<file path="config.mk">
export PLATFORM = sky130hd
export DESIGN_NAME = load_store_unit
export DESIGN_NICKNAME = d
export VERILOG_FILES = /design/src/rtl/load_store_unit.sv
export SDC_FILE = /design/constraint.sdc
export NUM_CORES = 1
export LEC_CHECK = 0
export CORE_ASPECT_RATIO = 1.25
export CORE_MARGIN = 2
export CORE_UTILIZATION = 53
export CTS_CLUSTER_DIAMETER = 50
export DETAILED_ROUTE_END_ITERATION = 12
export GPL_TIMING_DRIVEN = 0
export PLACE_DENSITY = 0.9
export SLEW_MARGIN = 20
export SYNTH_ARGS = -nofsm -noshare
export SYNTH_HDL_FRONTEND = slang
export SYNTH_SLANG_ARGS = --single-unit
</file>
<file path="constraint.sdc">
create_clock -name clk -period 4.4 [get_ports clk]
set_clock_uncertainty 0.15 [all_clocks]
set_input_delay 1.32 -clock clk [delete_from_list [all_inputs] [get_ports clk]]
set_output_delay 1.32 -clock clk [all_outputs]
set_load 0.1 [all_outputs]
</file>
<file path="src/rtl/load_store_unit.sv">
// Load/store unit: byte/half/word accesses onto a word-wide RAM.
// Sub-word stores use read-modify-write; loads are lane-extracted and extended.
module load_store_unit #(
  parameter int ADDR_W = 8
) (
  input  logic              clk,
  input  logic              rst_n,
  input  logic              req_valid,
  output logic              req_ready,
  input  logic              req_we,
  input  logic [1:0]        req_size,
  input  logic              req_unsigned,
  input  logic [31:0]       req_addr,
  input  logic [31:0]       req_wdata,
  output logic              resp_valid,
  output logic [31:0]       resp_rdata,
  output logic              misalign_err,
  output logic              mem_wr_en,
  output logic [ADDR_W-1:0] mem_addr,
  output logic [31:0]       mem_wr_data,
  input  logic [31:0]       mem_rd_data
);

  typedef enum logic [1:0] {
    IDLE,
    READ,
    WRITE,
    RESP
  } state_t;

  state_t      state;
  logic        we_q;
  logic        uns_q;
  logic [1:0]  size_q;
  logic [1:0]  lane_q;
  logic [31:0] wdata_q;

  logic        req_err;
  logic [7:0]  byte_sel;
  logic [15:0] half_sel;
  logic [31:0] load_data;
  logic [31:0] merged;

  // Upper address bits wrap within memory.
  logic unused_addr;
  assign unused_addr = ^req_addr[31:ADDR_W+2];

  always_comb begin
    req_err = 1'b0;
    unique case (1'b1)
      (req_size == 2'b00): req_err = 1'b0;
      (req_size == 2'b01): req_err = req_addr[0];
      (req_size == 2'b10): req_err = |req_addr[1:0];
      default:             req_err = 1'b1;
    endcase
  end

  always_comb begin
    byte_sel  = mem_rd_data[{lane_q, 3'b000} +: 8];
    half_sel  = lane_q[1] ? mem_rd_data[31:16]
                          : mem_rd_data[15:0];
    load_data = mem_rd_data;
    unique case (1'b1)
      (size_q == 2'b00):
        load_data = {{24{~uns_q & byte_sel[7]}}, byte_sel};
      (size_q == 2'b01):
        load_data = {{16{~uns_q & half_sel[15]}}, half_sel};
      default:
        load_data = mem_rd_data;
    endcase
  end

  always_comb begin
    merged = mem_rd_data;
    unique case (1'b1)
      (size_q == 2'b00):
        merged[{lane_q, 3'b000} +: 8] = wdata_q[7:0];
      (size_q == 2'b01):
        merged[{lane_q[1], 4'b0000} +: 16] = wdata_q[15:0];
      default:
        merged = wdata_q;
    endcase
  end

  always_ff @(posedge clk or negedge rst_n) begin
    if (!rst_n) begin
      state        <= IDLE;
      req_ready    <= 1'b1;
      resp_valid   <= 1'b0;
      resp_rdata   <= '0;
      misalign_err <= 1'b0;
      mem_wr_en    <= 1'b0;
      mem_addr     <= '0;
      mem_wr_data  <= '0;
      we_q         <= 1'b0;
      uns_q        <= 1'b0;
      size_q       <= '0;
      lane_q       <= '0;
      wdata_q      <= '0;
    end else begin
      resp_valid <= 1'b0;
      mem_wr_en  <= 1'b0;
      case (state)
        IDLE: begin
          if (req_valid && req_ready) begin
            we_q      <= req_we;
            uns_q     <= req_unsigned;
            size_q    <= req_size;
            lane_q    <= req_addr[1:0];
            wdata_q   <= req_wdata;
            mem_addr  <= req_addr[ADDR_W+1:2];
            req_ready <= 1'b0;
            if (req_err) begin
              state        <= RESP;
              resp_valid   <= 1'b1;
              resp_rdata   <= '0;
              misalign_err <= 1'b1;
            end else if (req_we && req_size == 2'b10) begin
              state       <= WRITE;
              mem_wr_en   <= 1'b1;
              mem_wr_data <= req_wdata;
            end else begin
              state <= READ;
            end
          end
        end
        READ: begin
          if (we_q) begin
            state       <= WRITE;
            mem_wr_en   <= 1'b1;
            mem_wr_data <= merged;
          end else begin
            state        <= RESP;
            resp_valid   <= 1'b1;
            resp_rdata   <= load_data;
            misalign_err <= 1'b0;
          end
        end
        WRITE: begin
          state        <= RESP;
          resp_valid   <= 1'b1;
          resp_rdata   <= '0;
          misalign_err <= 1'b0;
        end
        RESP: begin
          state        <= IDLE;
          req_ready    <= 1'b1;
          misalign_err <= 1'b0;
        end
        default: begin
          state     <= IDLE;
          req_ready <= 1'b1;
        end
      endcase
    end
  end

endmodule

</file>
==> results of run 1 <==
## logic make-up after synthesis
kind of cell / count (synthesis) / share of synthesized area, %
mux: 72 / 13.1
fa+ha+maj: 9 / 1.75
compound gates: 195 / 23.1
simple gates: 144 / 12.4
flops: 116 / 45.1
buf+inv: 63 / 4.55
## cell type report
class	instances	area, sq um
Buffer	55	263
Clock buffer	17	425
Clock inverter	15	181
Fill cell	847	3150
Inverter	8	30.0
Multi-Input combinational cell	420	3240
Sequential cell	116	2900
Tap cell	164	205
Timing Repair Buffer	157	1590
## synth_stat cells (all sizes together), types with 14 or more instances
cell type | number | share of area (%)
a221oi | 39 | 5.3
a22o | 23 | 3.1
buf | 26 | 2.4
clkbuf | 29 | 1.7
dfrtp | 115 | 45
mux2 | 70 | 13
nand2 | 30 | 1.7
nand2b | 22 | 2.1
nor2 | 30 | 1.7
o21ai | 32 | 2.5
o22ai | 14 | 1.4
o2bb2ai | 15 | 2.0
o31ai | 17 | 2.2
## layer usage
layer | global-route usage (%) | share of wire, %
met5 | 0 | 0
met4 | 19.3 | 5.4
met3 | 7.93 | 8.3
met2 | 56.5 | 49
met1 | 43.8 | 38
## final timing paths
check	from	endpoint	slack (ns)	depth (start not counted)
worst min-delay path	mem_wr_data[20]$_DFFE_PN0P_	mem_wr_data[20]$_DFFE_PN0P_	0.34	1
max in group asynchronous	rst_n	req_ready$_DFFE_PN1P_	2.69	2
worst max register to register	lane_q[0]$_DFFE_PN0P_	mem_wr_data[28]$_DFFE_PN0P_	1.23	7
worst max-delay path	req_ready$_DFFE_PN1P_	req_ready	0.82	1
worst min register to register	mem_wr_data[20]$_DFFE_PN0P_	mem_wr_data[20]$_DFFE_PN0P_	0.34	1
min in group asynchronous	rst_n	mem_addr[5]$_DFFE_PN0P_	0.68	1
## stage by stage
step	utilization (%)	hold slack (ns)	setup TNS (ns)	setup WS (ns)	cell area (sq um)
after floorplan	-	0.330	0	1.58	6440
after global placement	68.4	0.331	-269.36	-2.34	8210
after detailed placement	68.7	0.323	0	0.708	8240
after CTS	73.7	0.347	0	0.808	8840
after global routing	73.7	0.355	0	0.786	8840
final	73.7	0.344	0	0.817	8840
## flip-flops by register name, summed over array words and instances (netlist names)
register	count
lane_q	2
mem_wr_data	32
resp_valid	1
mem_addr	8
uns_q	1
we_q	1
req_ready	1
wdata_q	32
size_q	2
mem_wr_en	1
resp_rdata	32
state	2
misalign_err	1
==> impl_metrics.csv, run 1 <==
group,metric,value,unit
floorplan,coreArea,12000,sq um
synth,synth_nets,711,
finish,final_common_cell,"clkdlybuf4s50_1",
worst_setup_path,cp_max_fo,5,
worst_setup_path,worst_ep_arrival_time,2.11,ns
worst_setup_path,crit_path_cell_trace,"clkdlybuf4s50_1",
job,drv_cap,0,
clock_network,ctsRootBufferMaster,"clkbuf_16",
floorplan,die_h,127,um
global_route,grt-ovfl-total,0,
sta,finalMaxSlewViolations,0,
synth,yosys_warnings,0,
synth,ys.flop_type,"dfrtp_1",
run_status,status,"complete, no violations",
global_route,grt_pass1_vias,6344,
global_route,antenna_found_initial,0,
worst_setup_path,critPathMaxStageDelay,1.14,ns
global_route,grt_pass1_wl,34.5,mm
synth,syn_area,6440,sq um
clock_network,post_cts_buffers,0,
worst_setup_path,crit_path_start_kind,"flop",
synth,seq_area_frac_synth,45.1,%
clock_network,numCtsBuffers,17,
sta,setup_viol,0,
sta,rsz0062_at_grt,"no",
floorplan,rows,45,
route,via_count,6175,
clock_network,clkLatencyLatePin,0.42,ns
finish,nets,887,
route,avgViaCountPerCell,6.49,
clock_network,cts_tree,"yes",
global_route,grt_max_degree,67,
sta,max_slew_margin,32.2,%
finish,diodes,0,
clock_network,cts_hold_buf,0,
clock_network,clock_sinks,116,
place,place.gp.congestion,0.952,
route,wirelength,22.5,mm
clock_network,cts_max_level,4,
finish,layout.cells.non_filler,952,
worst_setup_path,endpoint_kind,"output port",
synth,synth_cell_type_count,57,
sta,post-route-period-util,81.4,%
finish,drive_gt1_share,16.9,%
place,hpwlAfterDp,16.5,mm
worst_setup_path,worst-path-buf-inv,1,
finish,syn_to_final_growth,37.3,%
clock_network,clk_path_buf_depth,2,
global_route,track_usage,35.2,%
worst_hold_path,hold_class,"flop to flop",
worst_setup_path,cp.required,2.93,ns
finish,layout_common_cells,"clkdlybuf4s50_1, dfrtp_1, mux2_2",
sta,worst_pin_slew,1.01,ns
synth,synth_edf_count,0,
worst_setup_path,path_class,"flop to output port",
synth,syn_area_per_cell,10.8,sq um
floorplan,start_util,53.7,%
clock_network,cts_resized,0,
place,place_inst,920,
worst_setup_path,worst_path_max_delay_cell,"clkdlybuf4s50_1",
clock_network,clkTransAtPathRegs,0.06,ns
sta,min_period,3.58,ns
floorplan,die_x,103,um
place,portBuffers,156,
synth,ys_seq_elements,116,
route,drtPass1Iterations,5,
route,drc,0,
sta,hold_viol_final,0,
route,antenna_left,0,
floorplan,dieArea,13100,sq um
synth,netlist_instances,599,
route,wl_per_cell,23.6,um
synth,async_reset_ff_share,100,%
sta,timing.fmax,0.279,GHz
route,drtIter0Drc,488,
floorplan,io_pins,179,
worst_setup_path,cp_top_family,"buffers and inverters",
Power of run 1 is not shown: default switching activity piles up to over one toggle a cycle in this logic, so the estimate is an artifact.
==> inputs of run 2 (changes only) <==
--- a/config.mk
+++ b/config.mk
@@ -7,11 +7,11 @@
 export LEC_CHECK = 0
 export CORE_ASPECT_RATIO = 1.25
 export CORE_MARGIN = 2
-export CORE_UTILIZATION = 53
+export CORE_UTILIZATION = 49
 export CTS_CLUSTER_DIAMETER = 50
 export DETAILED_ROUTE_END_ITERATION = 12
 export GPL_TIMING_DRIVEN = 0
-export PLACE_DENSITY = 0.9
+export PLACE_DENSITY = 0.84
 export SLEW_MARGIN = 20
 export SYNTH_ARGS = -nofsm -noshare
 export SYNTH_HDL_FRONTEND = slang
==> constraint.sdc (replaced) <==
create_clock -name clk -period 3.7 [get_ports clk]
set_clock_uncertainty 0.15 [all_clocks]
set_input_delay 1.11 -clock clk [delete_from_list [all_inputs] [get_ports clk]]
set_output_delay 1.11 -clock clk [all_outputs]
set_load 0.1 [all_outputs]
==> run 2 against run 1 <==
Core utilization fell by 4.5 points; sequential share of layout area about the same; via count decreased by 2.0%; non-clock buffer count unchanged; largest cell class unchanged; highest routed layer unchanged.
==> impl_metrics.csv, run 2 (same netlist as run 1, synthesis figures left out) <==
group,metric,value,unit
run_status,status,"complete, no violations",
sta,post-route-period-util,91.0,%
finish,diodes,0,
global_route,grt_max_degree,66,
route,via_count,6054,
worst_setup_path,worst_ep_arrival_time,2.11,ns
worst_setup_path,crit_path_start_kind,"flop",
worst_setup_path,crit_path_cell_trace,"clkdlybuf4s50_1",
sta,worst_pin_slew,1.05,ns
route,antenna_left,0,
place,hpwlAfterDp,16.4,mm
finish,largest_registers,"mem_wr_data (32), resp_rdata (32), wdata_q (32)",
global_route,use_met1,40.7,%
worst_setup_path,worst-path-buf-inv,1,
worst_setup_path,worstReg2RegStart,"lane_q[0]$_DFFE_PN0P_",
floorplan,coreArea,12800,sq um
sta,setup_slack,0.334,ns
clock_network,clkTransAtPathRegs,0.06,ns
job,drv_cap,0,
floorplan,die_x,107,um
place,dp_slack,0.245,ns
worst_setup_path,endpoint_kind,"output port",
worst_setup_path,worst_path_max_delay_cell,"clkdlybuf4s50_1",
worst_setup_path,rrSetupSlack,0.47,ns
finish,layout.cells.non_filler,956,
clock_network,clock_sinks,116,
floorplan,io_pins,179,
place,place.gp.congestion,0.944,
clock_network,clkLatencyLatePin,0.41,ns
global_route,grt-ovfl-total,0,
clock_network,cts_tree,"yes",
worst_hold_path,worstHoldStart,"resp_rdata[14]$_DFFE_PN0P_",
worst_setup_path,r2r_cells,7,
finish,nets,887,
worst_hold_path,hold_class,"flop to flop",
sta,max_slew_margin,29.2,%
worst_setup_path,cp.required,2.44,ns
global_route,busiest_layer,"met2",
place,place_inst,924,
sta,finalMaxSlewViolations,0,
worst_hold_path,min_to,"resp_rdata[14]$_DFFE_PN0P_",
sta,rsz0062_at_grt,"no",
worst_setup_path,cp_top_family,"buffers and inverters",
place,portBuffers,156,
finish,final_common_cell,"clkdlybuf4s50_1",
clock_network,clk_path_buf_depth,2,
worst_setup_path,path_class,"flop to output port",
finish,fin_util,69.2,%
global_route,track_usage,32.1,%
sta,timing.fmax,0.297,GHz
route,avgViaCountPerCell,6.33,
clock_network,numCtsBuffers,17,
worst_setup_path,regToRegEndpoint,"mem_wr_data[29]$_DFFE_PN0P_",
sta,setup_viol,0,
worst_hold_path,min_path_cells,1,
sta,min_period,3.37,ns
clock_network,cts_hold_buf,0,
floorplan,rows,46,
finish,syn_to_final_growth,37.3,%
global_route,antenna_found_initial,0,
clock_network,cts_resized,0,
clock_network,cts_max_level,4,
finish,layout_common_cells,"clkdlybuf4s50_1, dfrtp_1, mux2_2",
sta,hold_viol_final,0,
global_route,met2_usage,52.6,%
floorplan,dieArea,14100,sq um
route,drtIter0Drc,560,
route,wirelength,22.3,mm
route,wl_per_cell,23.3,um
clock_network,post_cts_buffers,0,
floorplan,start_util,50.4,%
sta,fin_setup_tns,0,ns
worst_setup_path,critPathMaxStageDelay,1.14,ns
route,drc,0,
clock_network,ctsRootBufferMaster,"clkbuf_16",
floorplan,die_h,132,um
global_route,use_met3,5.24,%
finish,drive_gt1_share,16.9,%
route,drtPass1Iterations,7,
global_route,grt_pass1_vias,6199,
global_route,grt_pass1_wl,34.6,mm
worst_setup_path,cp_max_fo,5,
[run 2: changes by cell type in the layout (fill, tap and decap cells not counted)]
cell        before  now
clkbuf_8         0    2
bufinv_16        3    2
clkinv_2         2    1
clkinvlp_4       5    4
inv_6            3    4
[run 2: area by class of cell]
type,count,area [sq um]
fillers,964,3940
multi-input cells,420,3240
flip-flops and latches,116,2900
repair buffers,157,1590
clock buffers,19,453
plain buffers,55,263
well taps,168,210
clock inverters,13,148
inverters,8,30.0
[run 2: how the worst max path moves through the flow]
stage,start,to,slack (ns),depth (start not counted)
after floorplan,req_size[0],mem_wr_data[10]$_DFFE_PN0P_,1.09,6
after global routing,req_ready$_DFFE_PN1P_,req_ready,0.31,1
after CTS,req_ready$_DFFE_PN1P_,req_ready,0.33,1
after global placement,rst_n,resp_rdata[18]$_DFFE_PN0P_,-2.89,1
final,req_ready$_DFFE_PN1P_,req_ready,0.33,1
after detailed placement,req_size[0],mem_wr_data[14]$_DFFE_PN0P_,0.24,7
[run 2: layer usage]
metal | part of all wire (%) | wire length, um
met1 | 39 | 8630
met5 | 0 | 0
met3 | 7.6 | 1700
met2 | 49 | 10900
met4 | 4.9 | 1100
[run 2: metrics by stage]
step / hold slack (ns) / instance area [sq um]
floorplan: 0.330 / 6440
global placement: 0.330 / 8210
detailed placement: 0.323 / 8240
CTS: 0.340 / 8840
global route: 0.368 / 8840
finish: 0.337 / 8840
Power of run 2 is left out for the same reason.
==> RTL change: new RTL, settings of run 2 <==
Change the parameter `ADDR_W` from 8 to 9.
--- a/src/rtl/load_store_unit.sv
+++ b/src/rtl/load_store_unit.sv
@@ -2,5 +2,5 @@
 // Sub-word stores use read-modify-write; loads are lane-extracted and extended.
 module load_store_unit #(
-  parameter int ADDR_W = 8
+  parameter int ADDR_W = 9
 ) (
   input  logic              clk,
Interface: changed (resized mem_addr); port bits go from 179 to 180. No check against the original RTL was run, so the function may have changed too.
==> RTL change against run 2 <==
Final area grew 3.3%; worst hold slack gained 1.4 ps; wire length grew 6.1%; sequential cell count grew 1; area after synthesis grew 3.2%; die area grew 3.1%; sequential share of layout area shrank 0.77 points; setup slack lost 18 ps; core utilization shrank 0.19 points; count of clock-buffer cells in the layout grew 5; critical path type unchanged; largest cell class unchanged; highest routed layer unchanged.
Power is left out: the tool's default activity adds up to more than one toggle a clock period on the data nets, which glitch-free logic cannot reach.
==> RTL change: results (changes against run 2) <==
Clock tree
  • CTS-repair resized insts: 0 (unchanged)
  • Clk buf depth: 2 (unchanged)
  • Reg clk slew, reported paths: 50 ps
  • CTS Root Cell: clkbuf_16 (unchanged)
  • CTS H-Tree Depth: 4 (unchanged)
  • CTS buffer count: 17 (unchanged)
  • Setup Buffers After CTS: 0 (unchanged)
  • Worst-Skew Late Latency: 420 ps

Yosys
  • Async S/R FF share, synth: 100% (unchanged)
  • Ys Warns: 0 (unchanged)
  • Synth top area share: 43.7% (was 44.7%)
  • Yosys cell types: 59 (was 57)
  • Synth area leaders: dfrtp_1 (44%), mux2_2 (9.5%), a22o_1 (5.1%) (was dfrtp_1 (45%), mux2_2 (10%), a221oi_1 (5.3%))
  • Commonest cells in the netlist: dfrtp_1 (116), mux2_2 (56), a21oi_1 (45) (was dfrtp_1 (115), mux2_2 (60), a221oi_1 (39))
  • Sequential share of the synthesized area: 44.1% (was 45.1%)
  • Synth Net Count: 724 (was 711)

Cells and area
  • Final nets: 902 (was 887)
  • Top flop regs: mem_wr_data: 32 flops, resp_rdata: 32 flops, wdata_q: 32 flops (unchanged)
  • Layout fillers: 990 (was 964)
  • # diodes: 0 (unchanged)
  • Ratio of cells with drive above 1 in the final layout: 16.1% (was 16.9%)

Detailed routing
  • Met3 wire length: 2.16 mm (was 1.70 mm)
  • Post-DRT Antenna Nets: 0 (unchanged)
  • Wire per inst: 24.3 µm (was 23.3 µm)
  • Routed vias/inst: 6.48 (was 6.33)
  • Met2 routed WL: 11.8 mm (was 10.9 mm)
  • Uppermost layer routed: met4 (unchanged)
  • Metal1 wirelength: 8.75 mm (was 8.63 mm)
  • DR pass1 iterations: 6 (was 7)
  • First DRT Iteration DRCs: 591 (was 560)

GRT
  • First-pass GRT wire length: 36.4 mm (was 34.6 mm)
  • Largest net degree at the start of global routing: 68 (was 66)
  • Number of global-route vias before repair: 6503 (was 6199)
  • GRT Overall Usage: 33.2% (was 32.1%)

Placement
  • Pre-CTS WS: 238 ps (was 245 ps)
  • DP Area: 8470 µm² (was 8240 µm²)
  • GP Congestion: 0.947 (was 0.944)
  • Buffers on Ports: 158 (was 156)
  • Post-DP HPWL: 17.2 mm (was 16.4 mm)

Run status
  • Status: finished clean (unchanged)

Critical path
  • CP arrival: 2120 ps
  • Crit path max-delay family: buffers and inverters (unchanged)
  • Crit Path Max Fanout: 6 (was 5)
  • CP max-delay cell: clkdlybuf4s50_1 (unchanged)

Timing
  • Rel. slew slack: 33.4% (was 29.2%)

Min path
  • Hold Crit Class: reg2reg (unchanged)
[RTL change: cell types whose count changed after synthesis, sizes merged, moves of 9 or more]
cell	change
a21oi	+39
a221oi	-32
a22o	+16
a31oi	-9
mux2	-14
mux2i	+22
nand2	-22
nand3	-9
nor3	+15
o21ai	+13
[RTL change: final cells by class]
cell class	count	area share, %
clock buffer	24	5.39
multi-input combinational	433	37.4
tap	171	2.34
clock inverter	8	1.86
sequential	117	32.1
buffer	54	3.00
timing repair buffer	159	17.6
inverter	8	0.329
[RTL change: worst paths after layout]
check | startpoint | to | slack, ps | depth (start not counted)
worst max-delay path | req_ready | req_ready | 320 | 1
worst min-delay path | resp_rdata[12] | resp_rdata[12] | 340 | 1
worst max register to register | lane_q[1] | mem_wr_data[16] | 460 | 9
worst min register to register | resp_rdata[12] | resp_rdata[12] | 340 | 1
max in group asynchronous | rst_n | req_ready | 2180 | 2
min in group asynchronous | rst_n | mem_wr_data[18] | 490 | 1
[RTL change: kinds of logic (layout without fill, tap and decap cells)]
kind of cell    count (synthesis)  after routing  share of synthesized area [%]
compound gates                226            226                           24.4
buf+inv                        62            253                           4.58
fa+ha+maj                       9              9                           1.69
flops                         117            117                           44.1
mux                            87             87                           15.7
simple gates                  111            111                           9.62
[RTL change: through the flow]
stage / cells / util [%] / TNS (ps) / hold WS (ps)
floorplan: 612 / - / 0 / 330
global placement: 941 / 63.8 / -328810 / 332
detailed placement: 942 / 64.0 / 0 / 324
CTS: 974 / 69.0 / 0 / 343
global route: 974 / 69.0 / 0 / 362
finish: 974 / 69.0 / 0 / 339
[RTL change: routing by layer]
layer / up-vias / GRT usage (%)
li1: 2719 / -
met1: 3107 / 40.5
met2: 403 / 55.9
met3: 84 / 7.39
met4: 0 / 15.1
met5: - / 0
